`src/rtl/mips_mc_ctrl_pkg.sv`:
```
// Shared encodings for the multicycle MIPS main control FSM.
// Latency: n/a (constants, types and a helper only).
// Backpressure: n/a.
package mips_mc_ctrl_pkg;

  // Opcodes (instr[31:26]) and the JR funct code (instr[5:0])
  localparam logic [5:0] OP_RTYPE = 6'h00;
  localparam logic [5:0] OP_J     = 6'h02;
  localparam logic [5:0] OP_BEQ   = 6'h04;
  localparam logic [5:0] OP_BNE   = 6'h05;
  localparam logic [5:0] OP_ADDI  = 6'h08;
  localparam logic [5:0] OP_LW    = 6'h23;
  localparam logic [5:0] OP_SW    = 6'h2B;
  localparam logic [5:0] FUNCT_JR = 6'h08;

  // ALUOp codes consumed by the ALU control decoder
  localparam logic [1:0] ALUOP_ADD   = 2'b00;
  localparam logic [1:0] ALUOP_SUB   = 2'b01;
  localparam logic [1:0] ALUOP_RTYPE = 2'b10;

  // ALUSrcB mux select
  localparam logic [1:0] SRCB_B       = 2'b00;
  localparam logic [1:0] SRCB_FOUR    = 2'b01;
  localparam logic [1:0] SRCB_IMM     = 2'b10;
  localparam logic [1:0] SRCB_IMM_SH2 = 2'b11;

  // PCSource mux select
  localparam logic [1:0] PCSRC_ALU    = 2'b00;
  localparam logic [1:0] PCSRC_ALUOUT = 2'b01;
  localparam logic [1:0] PCSRC_JUMP   = 2'b10;
  localparam logic [1:0] PCSRC_JR     = 2'b11;

  typedef enum logic [3:0] {
    S_RESET  = 4'd0,
    S_FETCH  = 4'd1,
    S_DECODE = 4'd2,
    S_MEMADR = 4'd3,
    S_MEMRD  = 4'd4,
    S_MEMWB  = 4'd5,
    S_MEMWR  = 4'd6,
    S_RTYPE  = 4'd7,
    S_ALUWB  = 4'd8,
    S_BRANCH = 4'd9,
    S_ADDI   = 4'd10,
    S_ADDIWB = 4'd11,
    S_JUMP   = 4'd12,
    S_JR     = 4'd13
  } state_t;

  // Datapath control word, decoded from state each cycle
  typedef struct packed {
    logic       pc_write;
    logic       pc_write_cond;
    logic       iord;
    logic       mem_read;
    logic       mem_write;
    logic       ir_write;
    logic       mem_to_reg;
    logic       reg_dst;
    logic       reg_write;
    logic       alu_src_a;
    logic [1:0] alu_src_b;
    logic [1:0] alu_op;
    logic [1:0] pc_source;
  } ctrl_t;

  // States that hold a memory access open until mem_ready
  function automatic logic is_mem_state(input state_t s);
    return (s == S_FETCH) || (s == S_MEMRD) || (s == S_MEMWR);
  endfunction

endpackage

```
`src/rtl/mips_mc_ctrl_if.sv`:
```
// Control/status bundle between the main control FSM and the datapath.
// Latency: n/a (wires only).
// Backpressure: memory stalls signalled through mem_ready.
// master = control FSM (drives strobes/muxes), slave = datapath side.
interface mips_mc_ctrl_if;
  logic [5:0] opcode;
  logic [5:0] funct;
  logic       zero;
  logic       mem_ready;
  logic       PCWrite;
  logic       PCWriteCond;
  logic       IorD;
  logic       MemRead;
  logic       MemWrite;
  logic       IRWrite;
  logic       MemtoReg;
  logic       RegDst;
  logic       RegWrite;
  logic       ALUSrcA;
  logic [1:0] ALUSrcB;
  logic [1:0] ALUOp;
  logic [1:0] PCSource;
  logic       illegal_op;
  logic       bus_err;
  logic [3:0] state_o;

  modport master (
    input  opcode, funct, zero, mem_ready,
    output PCWrite, PCWriteCond, IorD, MemRead, MemWrite, IRWrite,
           MemtoReg, RegDst, RegWrite, ALUSrcA, ALUSrcB, ALUOp, PCSource,
           illegal_op, bus_err, state_o
  );

  modport slave (
    output opcode, funct, zero, mem_ready,
    input  PCWrite, PCWriteCond, IorD, MemRead, MemWrite, IRWrite,
           MemtoReg, RegDst, RegWrite, ALUSrcA, ALUSrcB, ALUOp, PCSource,
           illegal_op, bus_err, state_o
  );
endinterface

```
`src/rtl/mips_mc_ctrl_wait_timer.sv`:
```
// Memory wait counter with optional timeout compare.
// Latency: timeout is combinational from the registered count and mem_ready.
// Backpressure: counts cycles the memory holds mem_ready low; saturates.
// Ports: clr (restart count), active (in a memory state), mem_ready, timeout.
module mc_wait_timer #(
  parameter int MEM_TIMEOUT = 0,  // 0 disables the timeout; must be < 2^CNT_W
  parameter int CNT_W       = 8
) (
  input  logic clk,
  input  logic rst_n,
  input  logic clr,
  input  logic active,
  input  logic mem_ready,
  output logic timeout
);

  localparam logic [CNT_W-1:0] CNT_MAX = '1;
  localparam logic [CNT_W-1:0] LIMIT   = CNT_W'(MEM_TIMEOUT);

  logic [CNT_W-1:0] cnt;

  always_ff @(posedge clk or negedge rst_n) begin
    if (!rst_n) begin
      cnt <= '0;
    end else if (clr) begin
      cnt <= '0;
    end else if (active && !mem_ready && (cnt != CNT_MAX)) begin
      cnt <= cnt + 1'b1;
    end
  end

  // A ready arriving on the limit cycle wins over the timeout
  assign timeout = (MEM_TIMEOUT != 0) && active && !mem_ready && (cnt == LIMIT);

endmodule

```
`src/rtl/mips_mc_ctrl.sv`:
```
// Multicycle MIPS main control FSM with memory ready handshake and timeout.
// Latency: lw 5, sw/R-type/addi 4, beq/bne/j/jr 3 cycles at zero wait states.
// Backpressure: FETCH/MEMRD/MEMWR hold until mem_ready or timeout (bus_err).
// Ports: clk, rst_n (async, active low), bus (master side of mips_mc_ctrl_if).
module mips_mc_ctrl
  import mips_mc_ctrl_pkg::*;
#(
  parameter int MEM_TIMEOUT = 0,
  parameter int CNT_W       = 8
) (
  input logic            clk,
  input logic            rst_n,
  mips_mc_ctrl_if.master bus
);

  state_t state;
  state_t state_nxt;
  logic   timeout;
  logic   illegal;
  logic   in_mem;
  logic   wait_clr;
  ctrl_t  c;

  assign in_mem = is_mem_state(state);
  // Restart the wait count on every entry into a memory state, including
  // FETCH re-entering itself after a timeout.
  assign wait_clr = is_mem_state(state_nxt) && ((state_nxt != state) || timeout);

  mc_wait_timer #(
    .MEM_TIMEOUT(MEM_TIMEOUT),
    .CNT_W      (CNT_W)
  ) u_wait (
    .clk      (clk),
    .rst_n    (rst_n),
    .clr      (wait_clr),
    .active   (in_mem),
    .mem_ready(bus.mem_ready),
    .timeout  (timeout)
  );

  // Next-state logic
  always_comb begin
    state_nxt = state;
    illegal   = 1'b0;
    case (state)
      S_RESET:  state_nxt = S_FETCH;
      S_FETCH:  if (bus.mem_ready) state_nxt = S_DECODE;
      S_DECODE: begin
        case (bus.opcode)
          OP_LW, OP_SW:    state_nxt = S_MEMADR;
          OP_RTYPE:        state_nxt = (bus.funct == FUNCT_JR) ? S_JR : S_RTYPE;
          OP_BEQ, OP_BNE:  state_nxt = S_BRANCH;
          OP_ADDI:         state_nxt = S_ADDI;
          OP_J:            state_nxt = S_JUMP;
          default: begin
            state_nxt = S_FETCH;
            illegal   = 1'b1;
          end
        endcase
      end
      S_MEMADR: state_nxt = (bus.opcode == OP_SW) ? S_MEMWR : S_MEMRD;
      S_MEMRD: begin
        if (bus.mem_ready)  state_nxt = S_MEMWB;
        else if (timeout)   state_nxt = S_FETCH;
      end
      S_MEMWR:  if (bus.mem_ready || timeout) state_nxt = S_FETCH;
      S_RTYPE:  state_nxt = S_ALUWB;
      S_ADDI:   state_nxt = S_ADDIWB;
      default:  state_nxt = S_FETCH;  // write-back, branch, jump states
    endcase
  end

  always_ff @(posedge clk or negedge rst_n) begin
    if (!rst_n) state <= S_RESET;
    else        state <= state_nxt;
  end

  // Output decode from the registered state; only the fetch strobes and the
  // branch enable look at live inputs.
  always_comb begin
    c = '0;
    case (state)
      S_FETCH: begin
        c.mem_read  = 1'b1;
        c.alu_src_b = SRCB_FOUR;
        c.alu_op    = ALUOP_ADD;
        c.pc_source = PCSRC_ALU;
        c.ir_write  = bus.mem_ready;
        c.pc_write  = bus.mem_ready;
      end
      S_DECODE: c.alu_src_b = SRCB_IMM_SH2;
      S_MEMADR, S_ADDI: begin
        c.alu_src_a = 1'b1;
        c.alu_src_b = SRCB_IMM;
        c.alu_op    = ALUOP_ADD;
      end
      S_MEMRD: begin
        c.mem_read = 1'b1;
        c.iord     = 1'b1;
      end
      S_MEMWB: begin
        c.reg_write  = 1'b1;
        c.mem_to_reg = 1'b1;
      end
      S_MEMWR: begin
        c.mem_write = 1'b1;
        c.iord      = 1'b1;
      end
      S_RTYPE: begin
        c.alu_src_a = 1'b1;
        c.alu_src_b = SRCB_B;
        c.alu_op    = ALUOP_RTYPE;
      end
      S_ALUWB: begin
        c.reg_write = 1'b1;
        c.reg_dst   = 1'b1;
      end
      S_BRANCH: begin
        c.alu_src_a     = 1'b1;
        c.alu_src_b     = SRCB_B;
        c.alu_op        = ALUOP_SUB;
        c.pc_source     = PCSRC_ALUOUT;
        // beq takes on zero, bne on not-zero
        c.pc_write_cond = (bus.opcode == OP_BEQ) ? bus.zero : ~bus.zero;
      end
      S_ADDIWB: c.reg_write = 1'b1;
      S_JUMP: begin
        c.pc_write  = 1'b1;
        c.pc_source = PCSRC_JUMP;
      end
      S_JR: begin
        c.pc_write  = 1'b1;
        c.pc_source = PCSRC_JR;
      end
      default: c = '0;
    endcase
  end

  assign bus.PCWrite     = c.pc_write;
  assign bus.PCWriteCond = c.pc_write_cond;
  assign bus.IorD        = c.iord;
  assign bus.MemRead     = c.mem_read;
  assign bus.MemWrite    = c.mem_write;
  assign bus.IRWrite     = c.ir_write;
  assign bus.MemtoReg    = c.mem_to_reg;
  assign bus.RegDst      = c.reg_dst;
  assign bus.RegWrite    = c.reg_write;
  assign bus.ALUSrcA     = c.alu_src_a;
  assign bus.ALUSrcB     = c.alu_src_b;
  assign bus.ALUOp       = c.alu_op;
  assign bus.PCSource    = c.pc_source;
  assign bus.illegal_op  = illegal;
  assign bus.bus_err     = timeout;
  assign bus.state_o     = state;

endmodule
```
`src/flat_wrapper.sv`:
```
// flat-port wrapper written by rule: the top's interface ports become plain ports
module mips_mc_ctrl_flat import mips_mc_ctrl_pkg::*;
#(
  parameter int MEM_TIMEOUT = 0,
  parameter int CNT_W       = 8
)
  (clk, rst_n, bus_opcode, bus_funct, bus_zero, bus_mem_ready, bus_PCWrite, bus_PCWriteCond, bus_IorD, bus_MemRead, bus_MemWrite, bus_IRWrite, bus_MemtoReg, bus_RegDst, bus_RegWrite, bus_ALUSrcA, bus_ALUSrcB, bus_ALUOp, bus_PCSource, bus_illegal_op, bus_bus_err, bus_state_o);
  mips_mc_ctrl_if bus_i ();
  input logic clk;
  input logic rst_n;
  input wire logic [$bits(bus_i.opcode)-1:0] bus_opcode;
  input wire logic [$bits(bus_i.funct)-1:0] bus_funct;
  input wire logic [$bits(bus_i.zero)-1:0] bus_zero;
  input wire logic [$bits(bus_i.mem_ready)-1:0] bus_mem_ready;
  output wire logic [$bits(bus_i.PCWrite)-1:0] bus_PCWrite;
  output wire logic [$bits(bus_i.PCWriteCond)-1:0] bus_PCWriteCond;
  output wire logic [$bits(bus_i.IorD)-1:0] bus_IorD;
  output wire logic [$bits(bus_i.MemRead)-1:0] bus_MemRead;
  output wire logic [$bits(bus_i.MemWrite)-1:0] bus_MemWrite;
  output wire logic [$bits(bus_i.IRWrite)-1:0] bus_IRWrite;
  output wire logic [$bits(bus_i.MemtoReg)-1:0] bus_MemtoReg;
  output wire logic [$bits(bus_i.RegDst)-1:0] bus_RegDst;
  output wire logic [$bits(bus_i.RegWrite)-1:0] bus_RegWrite;
  output wire logic [$bits(bus_i.ALUSrcA)-1:0] bus_ALUSrcA;
  output wire logic [$bits(bus_i.ALUSrcB)-1:0] bus_ALUSrcB;
  output wire logic [$bits(bus_i.ALUOp)-1:0] bus_ALUOp;
  output wire logic [$bits(bus_i.PCSource)-1:0] bus_PCSource;
  output wire logic [$bits(bus_i.illegal_op)-1:0] bus_illegal_op;
  output wire logic [$bits(bus_i.bus_err)-1:0] bus_bus_err;
  output wire logic [$bits(bus_i.state_o)-1:0] bus_state_o;
  assign bus_i.opcode = bus_opcode;
  assign bus_i.funct = bus_funct;
  assign bus_i.zero = bus_zero;
  assign bus_i.mem_ready = bus_mem_ready;
  assign bus_PCWrite = bus_i.PCWrite;
  assign bus_PCWriteCond = bus_i.PCWriteCond;
  assign bus_IorD = bus_i.IorD;
  assign bus_MemRead = bus_i.MemRead;
  assign bus_MemWrite = bus_i.MemWrite;
  assign bus_IRWrite = bus_i.IRWrite;
  assign bus_MemtoReg = bus_i.MemtoReg;
  assign bus_RegDst = bus_i.RegDst;
  assign bus_RegWrite = bus_i.RegWrite;
  assign bus_ALUSrcA = bus_i.ALUSrcA;
  assign bus_ALUSrcB = bus_i.ALUSrcB;
  assign bus_ALUOp = bus_i.ALUOp;
  assign bus_PCSource = bus_i.PCSource;
  assign bus_illegal_op = bus_i.illegal_op;
  assign bus_bus_err = bus_i.bus_err;
  assign bus_state_o = bus_i.state_o;
  mips_mc_ctrl #(.MEM_TIMEOUT(MEM_TIMEOUT), .CNT_W(CNT_W)) u_core (.clk(clk), .rst_n(rst_n), .bus(bus_i));
endmodule
```
`config.mk`:
```
export PLATFORM = sky130hd
export DESIGN_NAME = mips_mc_ctrl_flat
export DESIGN_NICKNAME = d
export VERILOG_FILES = /design/src/rtl/mips_mc_ctrl_pkg.sv /design/src/rtl/mips_mc_ctrl_if.sv /design/src/rtl/mips_mc_ctrl_wait_timer.sv /design/src/rtl/mips_mc_ctrl.sv /design/src/flat_wrapper.sv
export SDC_FILE = /design/constraint.sdc
export NUM_CORES = 1
export LEC_CHECK = 0
export ABC_AREA = 1
export ABC_CLOCK_PERIOD_IN_PS = 2200
export CELL_PAD_IN_SITES_DETAIL_PLACEMENT = 1
export CELL_PAD_IN_SITES_GLOBAL_PLACEMENT = 2
export CORE_ASPECT_RATIO = 0.9
export CORE_MARGIN = 2
export CORE_UTILIZATION = 16
export CTS_CLUSTER_SIZE = 10
export DETAILED_ROUTE_END_ITERATION = 10
export HOLD_SLACK_MARGIN = 0.02
export PLACE_DENSITY_LB_ADDON = 0.15
export SLEW_MARGIN = 20
export SYNTH_ARGS = -nofsm -noshare
export SYNTH_HDL_FRONTEND = slang
export SYNTH_SLANG_ARGS = --single-unit
```
`constraint.sdc`:
```
create_clock -name clk -period 2.2 [get_ports clk]
set_clock_uncertainty 0.1 [all_clocks]
set_input_delay 0.55 -clock clk [delete_from_list [all_inputs] [get_ports clk]]
set_output_delay 0.55 -clock clk [all_outputs]
set_load 0.01 [all_outputs]
```
==> flow_summary.yaml <==
sta:
  setup_tns_ns: 0
  setup_viol_count_final: 0
  fmax_mhz: 467
  drv_slew: 0
  rsz0062_at_grt: "true"
  min_period_ns: 2.14
  min_period_over_period_pct: 97.4
  hold_viol: 0
die:
  die_h_um: 60.5
  ios: 38
  dieArea_um2: 4040
  initial_core_util_pct: 16.8
  rows: 20
  fp.coreArea_um2: 3380
  die_w_um: 66.7
logic_synthesis:
  syn_inst: 108
  yosys_warnings: 0
  synth_top_area_share_pct: 20.5
  syn_area_um2: 567
  avgSynthCellArea_um2: 5.25
  yosys.area.top_type: "nor2_1"
  seq_area_frac_synth_pct: 17.7
  yosysUniqueCellTypes: 22
  synthTopCellsByArea: "nor2_1 21%, dfrtp_1 18%, nand2_1 15%"
  ys_seq_elements: 4
  syn-num-nets: 124
cts:
  cts.path.max_buffers: 2
  clockRootBuffer: "clkbuf_8"
  cts_hold_buf: 0
  cts_inserted_buffers: 3
  clk_latency_ns: 0.21
  h-tree-depth: 1
  clk_pin_slew_ns: 0.03
  cts_tree: "done"
  clock-sinks: 4
min_path:
  hold_class: "input pin to asynchronous set/reset pin"
flow_run:
  drv_cap: 0
global_route:
  grt_use_met3_pct: 1.67
  met1_usage_pct: 14.6
  use_met2_pct: 20.6
  grt_pass1_wl_mm: 3.53
  grt_busiest_layer: "met2"
  grt_usage_pct: 11.3
  antenna_found_initial: 0
  grt_start_max_net_pins: 8
  grt_pass1_vias: 869
  grt.overflow.total: 0
placed_design:
  dpl_cell_area_um2: 1130
  io_buffer_count: 36
  dp_hpwl_mm: 1.92
  gp_congestion: 0.731
status:
  outcome: "complete, no violations"
final_layout:
  seq_area_um2: 104
  drive_above_1_share_pct: 38.2
  syn_to_final_growth_pct: 117
  most-common-layout-cells: "24 x buf_4, 22 x nor2_1, 21 x nand2_1, 14 x dlygate4sd2_1, 13 x clkdlybuf4s50_1"
  layout_commonest_cell: "buf_4"
  fill_cells: 452
  multi_input_area_um2: 458
  n_antenna_cell: 0
  fin_area_um2: 1230
  largest_register_ffs: 4
  final_net_count: 188
routing:
  via_count: 847
  drt_iter0_markers: 12
  totalWireLength_mm: 2.20
  routedWlPerCell_um: 10.3
  drc: 0
  vias_per_cell: 3.96
  antenna_left: 0
  drt_pass1_iterations: 4
pwr:
  power_frac_comb_pct: 72.2
  internal_power_uw: 584
  p_leak_uw: 0.000704
  clkPwrFrac_pct: 14.0
  power_density_nw_per_um2: 856
  p_seq_share_pct: 13.7
  p_total_uw: 1050
  ir_drop_mv: 0.392
  p_sw_uw: 470
  swShare_pct: 44.6
setup_path:
  critPathMaxFanout: 4
  crit_type: "input pin to output port"
  endpoint_kind: "output port"
  cp_cell_sequence: "dlygate4sd2_1 -> inv_2 -> nand2_4 -> nor2_1 -> nand3_1 -> nand2_1 -> nor3_2 -> buf_2"
  cp.arrival_ns: 1.49
  required_ns: 1.55
  start_kind: "input pin"
  slowest_delay_ns: 0.25
  cpMaxStageDelayCell: "dlygate4sd2_1"
## critical path: cells and delay by family
kind,cells,cell delay [ns]
buf+inv,3,0.47
simple gates,5,0.46
## metal layers
metal	vias to the layer above	routed length, µm
met4	0	0
li1	456	-
met2	17	1070
met3	0	77
met5	-	0
met1	374	1050
## timing repair
| item | CTS | global route |
|---|---|---|
| pin swaps | 6 | 2 |
| endpoints found under the hold margin | 0 | 0 |
| setup endpoints to repair | 15 | 7 |
| resized for setup | 42 | 18 |
| buffers inserted | 3 | 0 |
## power by group through the flow
stage / Clock, µW / Sequential, µW / Combinational (µW)
6_report: 148 / 145 / 762
5_1_grt: 160 / 152 / 852
4_1_cts: 151 / 146 / 771
3_5_place_dp: 0 / 143 / 798
3_3_place_gp: 0 / 142 / 801
2_1_floorplan: 0 / 161 / 347
## final cells by class
type	count	area share [%]
repair buffers	60	41.1
clock buffers	3	3.35
multi-input cells	85	37.2
inverters	18	5.49
flip-flops and latches	4	8.43
well taps	44	4.47
## Yosys cell counts
cell / n
inv_1: 13
nor2_1: 31
nand2_4: 1
nor2_2: 2
nor2_4: 1
nand3b_1: 1
a211oi_1: 1
nand2_1: 22
inv_2: 5
o21ai_0: 5
nand2_2: 4
a31oi_1: 1
nand3_1: 8
conb_1: 1
o22ai_1: 1
o21ai_2: 1
nor3_1: 2
a21oi_1: 1
buf_4: 1
dfrtp_1: 4
o21bai_1: 1
o21ai_1: 1
## cell families (layout without fill, tap and decap cells)
family	after synthesis	after routing	synth area share [%]
AND/OR/NAND/NOR	72	72	55.8
other	1	1	0.662
flip-flops	4	4	17.7
AO/OA/AOI/OAI	12	12	12.6
buffers and inverters	19	81	13.2
## final timing paths
path / from / to / slack (ns) / cells after the start
max: bus_opcode[4] / bus_illegal_op / 0.06 / 8
min: rst_n / u_core.bus.state_o[0]$_DFFE_PN0P_ / 0.44 / 1
max reg2reg: u_core.bus.state_o[1]$_DFFE_PN0P_ / u_core.bus.state_o[2]$_DFFE_PN0P_ / 0.69 / 8
min reg2reg: u_core.bus.state_o[0]$_DFFE_PN0P_ / u_core.bus.state_o[0]$_DFFE_PN0P_ / 0.61 / 3
max in group asynchronous: rst_n / u_core.bus.state_o[1]$_DFFE_PN0P_ / 1.39 / 1
min in group clk: u_core.bus.state_o[0]$_DFFE_PN0P_ / u_core.bus.state_o[0]$_DFFE_PN0P_ / 0.61 / 3
## through the flow
step / hold WS, ns / utilization, % / std cells / setup slack (ns)
final: 0.437 / 36.4 / 214 / 0.0582
after global routing: 0.433 / 36.4 / 214 / -0.0241
after CTS: 0.439 / 35.4 / 214 / 0.00265
after detailed placement: 0.606 / 33.5 / 208 / -0.631
after global placement: 0.625 / 33.5 / 208 / -0.615
after floorplan: 0.154 / - / 108 / 0.276
No activity file was read; power rests on OpenSTA's default activity.
